--- src/rtl/child_sprite_ctrl.sv ---
// -----------------------------------------------------------------------------
// child_sprite_ctrl
//
// Frame-synchronous controller for the child sprite. It holds the sprite
// center position, the walk animation pose and the hit/invulnerability state.
// It feeds the child sprite ROM address generator. All outputs are registered.
// Apart from HIT entry, they only change on a frame_tick edge, so the pixel
// path sees stable values for a whole frame.
//
// Ports
//   Clk         in   system clock
//   Reset_n     in   asynchronous active-low reset
//   frame_tick  in   one-cycle pulse per video frame (synchronous to Clk)
//   move_left   in   held-key level
//   move_right  in   held-key level
//   move_up     in   held-key level
//   move_down   in   held-key level
//   hit_req     in   collision pulse, may arrive on any cycle
//   centerx     out  [9:0] sprite center x
//   centery     out  [9:0] sprite center y
//   run_child   out  [1:0] frame select: 0 still, 1 run pose, 2 hit pose
//   hit         out  high while in HIT
//   show_child  out  sprite visible
// -----------------------------------------------------------------------------
module child_sprite_ctrl #(
   parameter int unsigned STEP         = 2,
   parameter int unsigned ANIM_FRAMES  = 8,
   parameter int unsigned HIT_FRAMES   = 60,
   parameter int unsigned BLINK_FRAMES = 4,
   parameter int unsigned X_MIN        = 29,
   parameter int unsigned X_MAX        = 610,
   parameter int unsigned Y_MIN        = 30,
   parameter int unsigned Y_MAX        = 449,
   parameter int unsigned X_INIT       = 320,
   parameter int unsigned Y_INIT       = 240
) (
   input  logic       Clk,
   input  logic       Reset_n,
   input  logic       frame_tick,
   input  logic       move_left,
   input  logic       move_right,
   input  logic       move_up,
   input  logic       move_down,
   input  logic       hit_req,
   output logic [9:0] centerx,
   output logic [9:0] centery,
   output logic [1:0] run_child,
   output logic       hit,
   output logic       show_child
);

   localparam int unsigned ANIM_W  = (ANIM_FRAMES  > 1) ? $clog2(ANIM_FRAMES)  : 1;
   localparam int unsigned HIT_W   = (HIT_FRAMES   > 1) ? $clog2(HIT_FRAMES)   : 1;
   localparam int unsigned BLINK_W = (BLINK_FRAMES > 1) ? $clog2(BLINK_FRAMES) : 1;

   localparam logic [ANIM_W-1:0]  ANIM_LAST  = ANIM_W'(ANIM_FRAMES - 1);
   localparam logic [HIT_W-1:0]   HIT_LAST   = HIT_W'(HIT_FRAMES - 1);
   localparam logic [BLINK_W-1:0] BLINK_LAST = BLINK_W'(BLINK_FRAMES - 1);

   localparam logic signed [10:0] STEP_S  = 11'(STEP);
   localparam logic signed [10:0] X_MIN_S = 11'(X_MIN);
   localparam logic signed [10:0] X_MAX_S = 11'(X_MAX);
   localparam logic signed [10:0] Y_MIN_S = 11'(Y_MIN);
   localparam logic signed [10:0] Y_MAX_S = 11'(Y_MAX);

   localparam logic [1:0] POSE_STILL = 2'd0;
   localparam logic [1:0] POSE_RUN   = 2'd1;
   localparam logic [1:0] POSE_HIT   = 2'd2;

   typedef enum logic [1:0] {
      StIdle = 2'd0,
      StRun  = 2'd1,
      StHit  = 2'd2
   } state_t;

   // Registered state
   state_t             r_state;
   logic [9:0]         r_cx;
   logic [9:0]         r_cy;
   logic [1:0]         r_run_child;
   logic               r_hit;
   logic               r_show;
   logic [ANIM_W-1:0]  r_anim_cnt;
   logic [HIT_W-1:0]   r_hit_cnt;
   logic [BLINK_W-1:0] r_blink_cnt;

   // Next-state values
   state_t             w_state_nxt;
   logic [9:0]         w_cx_nxt;
   logic [9:0]         w_cy_nxt;
   logic [1:0]         w_run_child_nxt;
   logic               w_hit_nxt;
   logic               w_show_nxt;
   logic [ANIM_W-1:0]  w_anim_cnt_nxt;
   logic [HIT_W-1:0]   w_hit_cnt_nxt;
   logic [BLINK_W-1:0] w_blink_cnt_nxt;

   // Net per-axis motion and the clamped candidate positions
   logic signed [10:0] w_dx;
   logic signed [10:0] w_dy;
   logic               w_moving;
   logic [9:0]         w_cx_moved;
   logic [9:0]         w_cy_moved;

   // Add a signed delta in 11 bits and clamp into [lo, hi]. The 11-bit sum
   // keeps a step below zero negative so it clamps to lo instead of wrapping.
   function automatic logic [9:0] clamp_axis(input logic [9:0]         c,
                                             input logic signed [10:0] d,
                                             input logic signed [10:0] lo,
                                             input logic signed [10:0] hi);
      logic signed [10:0] sum;
      logic signed [10:0] res;
      sum = $signed({1'b0, c}) + d;
      if (sum < lo) begin
         res = lo;
      end else if (sum > hi) begin
         res = hi;
      end else begin
         res = sum;
      end
      return 10'(res);
   endfunction

   // Both keys held or neither held cancels to zero on that axis
   always_comb begin
      w_dx = '0;
      w_dy = '0;
      unique case ({move_right, move_left})
         2'b10:   w_dx = STEP_S;
         2'b01:   w_dx = -STEP_S;
         default: w_dx = '0;
      endcase
      unique case ({move_down, move_up})
         2'b10:   w_dy = STEP_S;
         2'b01:   w_dy = -STEP_S;
         default: w_dy = '0;
      endcase
   end

   assign w_moving   = (w_dx != 11'sd0) || (w_dy != 11'sd0);
   assign w_cx_moved = clamp_axis(r_cx, w_dx, X_MIN_S, X_MAX_S);
   assign w_cy_moved = clamp_axis(r_cy, w_dy, Y_MIN_S, Y_MAX_S);

   always_comb begin
      w_state_nxt     = r_state;
      w_cx_nxt        = r_cx;
      w_cy_nxt        = r_cy;
      w_run_child_nxt = r_run_child;
      w_hit_nxt       = r_hit;
      w_show_nxt      = r_show;
      w_anim_cnt_nxt  = r_anim_cnt;
      w_hit_cnt_nxt   = r_hit_cnt;
      w_blink_cnt_nxt = r_blink_cnt;

      unique case (r_state)
         StIdle, StRun: begin
            if (hit_req) begin
               // A collision beats a coincident frame_tick, so no motion is applied
               w_state_nxt     = StHit;
               w_hit_nxt       = 1'b1;
               w_run_child_nxt = POSE_HIT;
               w_hit_cnt_nxt   = '0;
               w_blink_cnt_nxt = '0;
               w_show_nxt      = 1'b1;
            end else if (frame_tick) begin
               if (w_moving) begin
                  w_cx_nxt = w_cx_moved;
                  w_cy_nxt = w_cy_moved;
                  if (r_state == StIdle) begin
                     w_state_nxt     = StRun;
                     w_anim_cnt_nxt  = '0;
                     w_run_child_nxt = POSE_RUN;
                  end else if (r_anim_cnt == ANIM_LAST) begin
                     w_anim_cnt_nxt  = '0;
                     w_run_child_nxt = (r_run_child == POSE_RUN) ? POSE_STILL : POSE_RUN;
                  end else begin
                     w_anim_cnt_nxt = r_anim_cnt + 1'b1;
                  end
               end else begin
                  w_state_nxt     = StIdle;
                  w_run_child_nxt = POSE_STILL;
               end
            end
         end

         StHit: begin
            // Position is frozen; keys and further hit_req are ignored
            if (frame_tick) begin
               if (r_hit_cnt == HIT_LAST) begin
                  w_state_nxt     = StIdle;
                  w_hit_nxt       = 1'b0;
                  w_run_child_nxt = POSE_STILL;
                  w_show_nxt      = 1'b1;
                  w_hit_cnt_nxt   = '0;
                  w_blink_cnt_nxt = '0;
               end else begin
                  w_hit_cnt_nxt = r_hit_cnt + 1'b1;
                  if (r_blink_cnt == BLINK_LAST) begin
                     w_blink_cnt_nxt = '0;
                     w_show_nxt      = ~r_show;
                  end else begin
                     w_blink_cnt_nxt = r_blink_cnt + 1'b1;
                  end
               end
            end
         end

         default: begin
            w_state_nxt = StIdle;
         end
      endcase
   end

   always_ff @(posedge Clk or negedge Reset_n) begin
      if (!Reset_n) begin
         r_state     <= StIdle;
         r_cx        <= 10'(X_INIT);
         r_cy        <= 10'(Y_INIT);
         r_run_child <= POSE_STILL;
         r_hit       <= 1'b0;
         r_show      <= 1'b1;
         r_anim_cnt  <= '0;
         r_hit_cnt   <= '0;
         r_blink_cnt <= '0;
      end else begin
         r_state     <= w_state_nxt;
         r_cx        <= w_cx_nxt;
         r_cy        <= w_cy_nxt;
         r_run_child <= w_run_child_nxt;
         r_hit       <= w_hit_nxt;
         r_show      <= w_show_nxt;
         r_anim_cnt  <= w_anim_cnt_nxt;
         r_hit_cnt   <= w_hit_cnt_nxt;
         r_blink_cnt <= w_blink_cnt_nxt;
      end
   end

   assign centerx    = r_cx;
   assign centery    = r_cy;
   assign run_child  = r_run_child;
   assign hit        = r_hit;
   assign show_child = r_show;

endmodule

--- config.mk ---
export PLATFORM = sky130hd
export DESIGN_NAME = child_sprite_ctrl
export DESIGN_NICKNAME = d
export VERILOG_FILES = /design/src/rtl/child_sprite_ctrl.sv
export SDC_FILE = /design/constraint.sdc
export NUM_CORES = 1
export LEC_CHECK = 0
export BUFFER_PORTS_ARGS = -buffer_cell sky130_fd_sc_hd__buf_4
export CAP_MARGIN = 15
export CORE_MARGIN = 3
export CORE_UTILIZATION = 30
export DETAILED_ROUTE_END_ITERATION = 12
export HOLD_SLACK_MARGIN = 0.15
export MAX_ROUTING_LAYER = met4
export PLACE_DENSITY_LB_ADDON = 0.12
export SETUP_SLACK_MARGIN = 0.4
export SYNTH_ARGS = -nofsm -noshare
export SYNTH_HDL_FRONTEND = slang
export SYNTH_SLANG_ARGS = --single-unit
--- constraint.sdc ---
create_clock -name Clk -period 3.7 [get_ports Clk]
set_input_delay 0.37 -clock Clk [delete_from_list [all_inputs] [get_ports Clk]]
set_output_delay 0.37 -clock Clk [all_outputs]
set_load 0.02 [all_outputs]
==> impl_metrics.env <==
export IMPL_status="finished clean"
export IMPL_n_antenna_cell=0
export IMPL_dp_hpwl_um=5680
export IMPL_muxShareOfSynthArea_pct=1.36
export IMPL_synth_adder_area_share_pct=5.19
export IMPL_max_slew_margin_pct=50.0
export IMPL_layout_drive_gt1_share_pct=18.4
export IMPL_fin_area_um2=3570
export IMPL_htreeDepth=2
export IMPL_setup_ws_ns=0.667
export IMPL_end_kind="flop"
export IMPL_pre_cts_ws_ns=0.248
export IMPL_synth_top_flop_cell="dfrtp_1"
export IMPL_syn_nets=386
export IMPL_clk_latency_ns=0.29
export IMPL_gpl_final_weighted_congestion=0.776
export IMPL_ys_types=78
export IMPL_grt_pass1_wl_um=13300
export IMPL_cts_root_buffer="clkbuf_8"
export IMPL_routed_wl_um=7840
export IMPL_fill_cells=1074
export IMPL_synth_top_family_by_area="compound AO/OA/AOI/OAI gates"
export IMPL_layout_common_cells="nand2_1, buf_4, dfrtp_1, o21ai_0, inv_1"
export IMPL_synth_compound_area_share_pct=28.4
export IMPL_synth_xor_area_share_pct=6.14
export IMPL_netlist_area_um2=3140
export IMPL_cts_path_max_buffers=2
export IMPL_hold_path_class="input port to flop"
export IMPL_p_leak_nw=1.49
export IMPL_drc=0
export IMPL_worst_pin_slew_ns=0.750
export IMPL_post_route_min_period_ns=3.03
export IMPL_setup_tns_ns=0
export IMPL_ant_nets=0
export IMPL_synth_cells=365
export IMPL_cap_violations=0
export IMPL_finalHoldViolations=0
export IMPL_drt_pass1_iter_count=4
export IMPL_crit_path_start_kind="input port"
export IMPL_clkTransAtPathRegs_ns=0.08
export IMPL_yosys_warnings=0
export IMPL_cts_tree="yes"
export IMPL_grt_max_degree=38
export IMPL_coreArea_um2=9950
export IMPL_stdcell_count=518
export IMPL_dp_cells=509
export IMPL_synth_simple_area_share_pct=23.0
export IMPL_avgViaCountPerCell=5.33
export IMPL_post_cts_buffers=0
export IMPL_grt_overflow=0
export IMPL_grt_usage_pct=14.5
export IMPL_maxSlewViolCount=0
export IMPL_synth_edf_count=0
export IMPL_timing_final_crit_share_pct=82.0
export IMPL_finalClockSkew_ns=0.00586
export IMPL_antenna_found_initial=0
export IMPL_cp_max_fo=6
export IMPL_dpl_cell_area_um2=3450
export IMPL_cts_made_buffers=5
export IMPL_num_vias=2761
export IMPL_die_h_um=108
export IMPL_grt_setup_unrepaired="no"
export IMPL_drtIter0Drc=79
export IMPL_criticalPathCategory="input port to flop"
export IMPL_wire_per_inst_um=15.1
export IMPL_start_util_pct=31.5
export IMPL_grt_pass1_vias=2616
export IMPL_layout_commonest_cell="nand2_1"
export IMPL_setup_viol=0
export IMPL_die_x_um=108
export IMPL_avgSynthCellArea_um2=8.59
export IMPL_floorplan_rows=36
export IMPL_power_density_nw_per_um2=765
export IMPL_cts_sinks=37
export IMPL_nets=405
export IMPL_port_buffers=31
export IMPL_synthArstFlopShare_pct=100
export IMPL_syn2layout_area_growth_pct=13.9
export IMPL_cp_arrival_ns=3.18
export IMPL_holdWs_ns=0.410
export IMPL_ios=32
export IMPL_irDropWorstVdd_v=0.000287
export IMPL_ys_seq_elements=37
export IMPL_critPathRequiredTime_ns=3.85
export IMPL_ys_seq_area_share_pct=29.8
export IMPL_fmax_mhz=330
export IMPL_die_area_um2=11700
path summary, 6_finish.rpt:
path,from,endpoint,cells after the start,slack (ns)
worst max-delay path,move_down,centery[1],13,0.67
worst min-delay path,frame_tick,r_state[0],4,0.41
worst max register to register,centery[1],centery[1],9,0.84
worst min register to register,r_anim_cnt[1],r_anim_cnt[1],2,0.48
max in group asynchronous,Reset_n,show_child,2,2.74
min in group asynchronous,Reset_n,centerx[9],2,0.58
flip-flops by register name (all words and copies together), names as in the netlist:
signal       cells
centerx         10
centery         10
hit              1
r_anim_cnt       3
r_blink_cnt      2
r_hit_cnt        6
r_state          2
run_child        2
show_child       1
cell type report:
cell class / count / area [um2] / area share, %
multi-input cells: 285 / 2020 / 56.6
flip-flops and latches: 37 / 935 / 26.2
clock inverters: 1 / 5.00 / 0.140
repair buffers: 37 / 280 / 7.84
clock buffers: 7 / 96.3 / 2.70
inverters: 18 / 67.6 / 1.89
well taps: 133 / 166 / 4.66
logic make-up (layout without fill, tap and decap cells):
group	count (synthesis)	count (layout)
DFF	37	37
xor gates and xnor gates	22	22
AOI/OAI and AO/OA	116	116
and+or+nand+nor	130	130
adders and majority gates	13	13
muxes	4	4
buffers and inverters	43	63
power breakdown:
group | total [mW] | leakage, nW | switching, mW | internal, mW
sequential | 0.912 | 0.451 | 0.318 | 0.594
combinational | 1.50 | 0.981 | 0.830 | 0.673
clock | 0.317 | 0.0542 | 0.149 | 0.169
Yosys cell counts (4+ instances only):
| master | n | share of area, % |
|---|---|---|
| a211oi_1 | 7 | 1.7 |
| a21o_1 | 8 | 1.9 |
| a21oi_1 | 9 | 1.4 |
| and2_1 | 4 | 0.80 |
| and3_1 | 6 | 1.2 |
| buf_2 | 9 | 1.4 |
| clkbuf_1 | 11 | 1.3 |
| dfrtp_1 | 30 | 24 |
| dfstp_2 | 7 | 5.9 |
| ha_1 | 13 | 5.2 |
| inv_1 | 16 | 1.9 |
| nand2_1 | 40 | 4.8 |
| nand2b_1 | 6 | 1.2 |
| nand3_1 | 8 | 1.3 |
| nand4_1 | 5 | 1.0 |
| nor2_1 | 13 | 1.6 |
| nor2b_1 | 9 | 1.8 |
| nor3_1 | 7 | 1.1 |
| nor4_1 | 5 | 1.0 |
| o2111ai_1 | 4 | 1.1 |
| o21a_1 | 5 | 1.2 |
| o21ai_0 | 23 | 3.7 |
| o21ai_1 | 5 | 0.80 |
| o22ai_1 | 4 | 0.80 |
| o31ai_1 | 8 | 1.9 |
| xnor2_1 | 13 | 3.6 |
| xor2_1 | 9 | 2.5 |
layer usage:
metal,up-vias,global-route usage (%),share of wire [%]
met1,1318,20.4,52
met5,-,-,0
met3,4,1.79,2.4
li1,1398,-,-
met2,41,22.3,45
met4,0,3.25,0.73
critical path: stages:
cell and delay (ns):
buf_4 0.07, inv_1 0.04, ha_1 0.35, inv_1 0.06
ha_1 0.26, ha_1 0.25, and3b_1 0.18, o21a_1 0.19
or2_1 0.27, a311oi_2 0.32, xor2_2 0.18, o41ai_4 0.49
o2111ai_1 0.15
per-stage QoR:
step	utilization (%)	total power, mW
2_1_floorplan	-	1.99
3_3_place_gp	34.7	2.42
3_5_place_dp	34.7	2.43
4_1_cts	35.8	2.76
5_1_grt	35.9	2.98
6_report	35.9	2.73
repair_timing:
item | in CTS | in global routing
resized for setup | 0 | 1
setup endpoints to repair | 0 | 1
hold buffers | 1 | 0
endpoints found under the hold margin | 30 | 0
(Power assumes the default switching activity.)
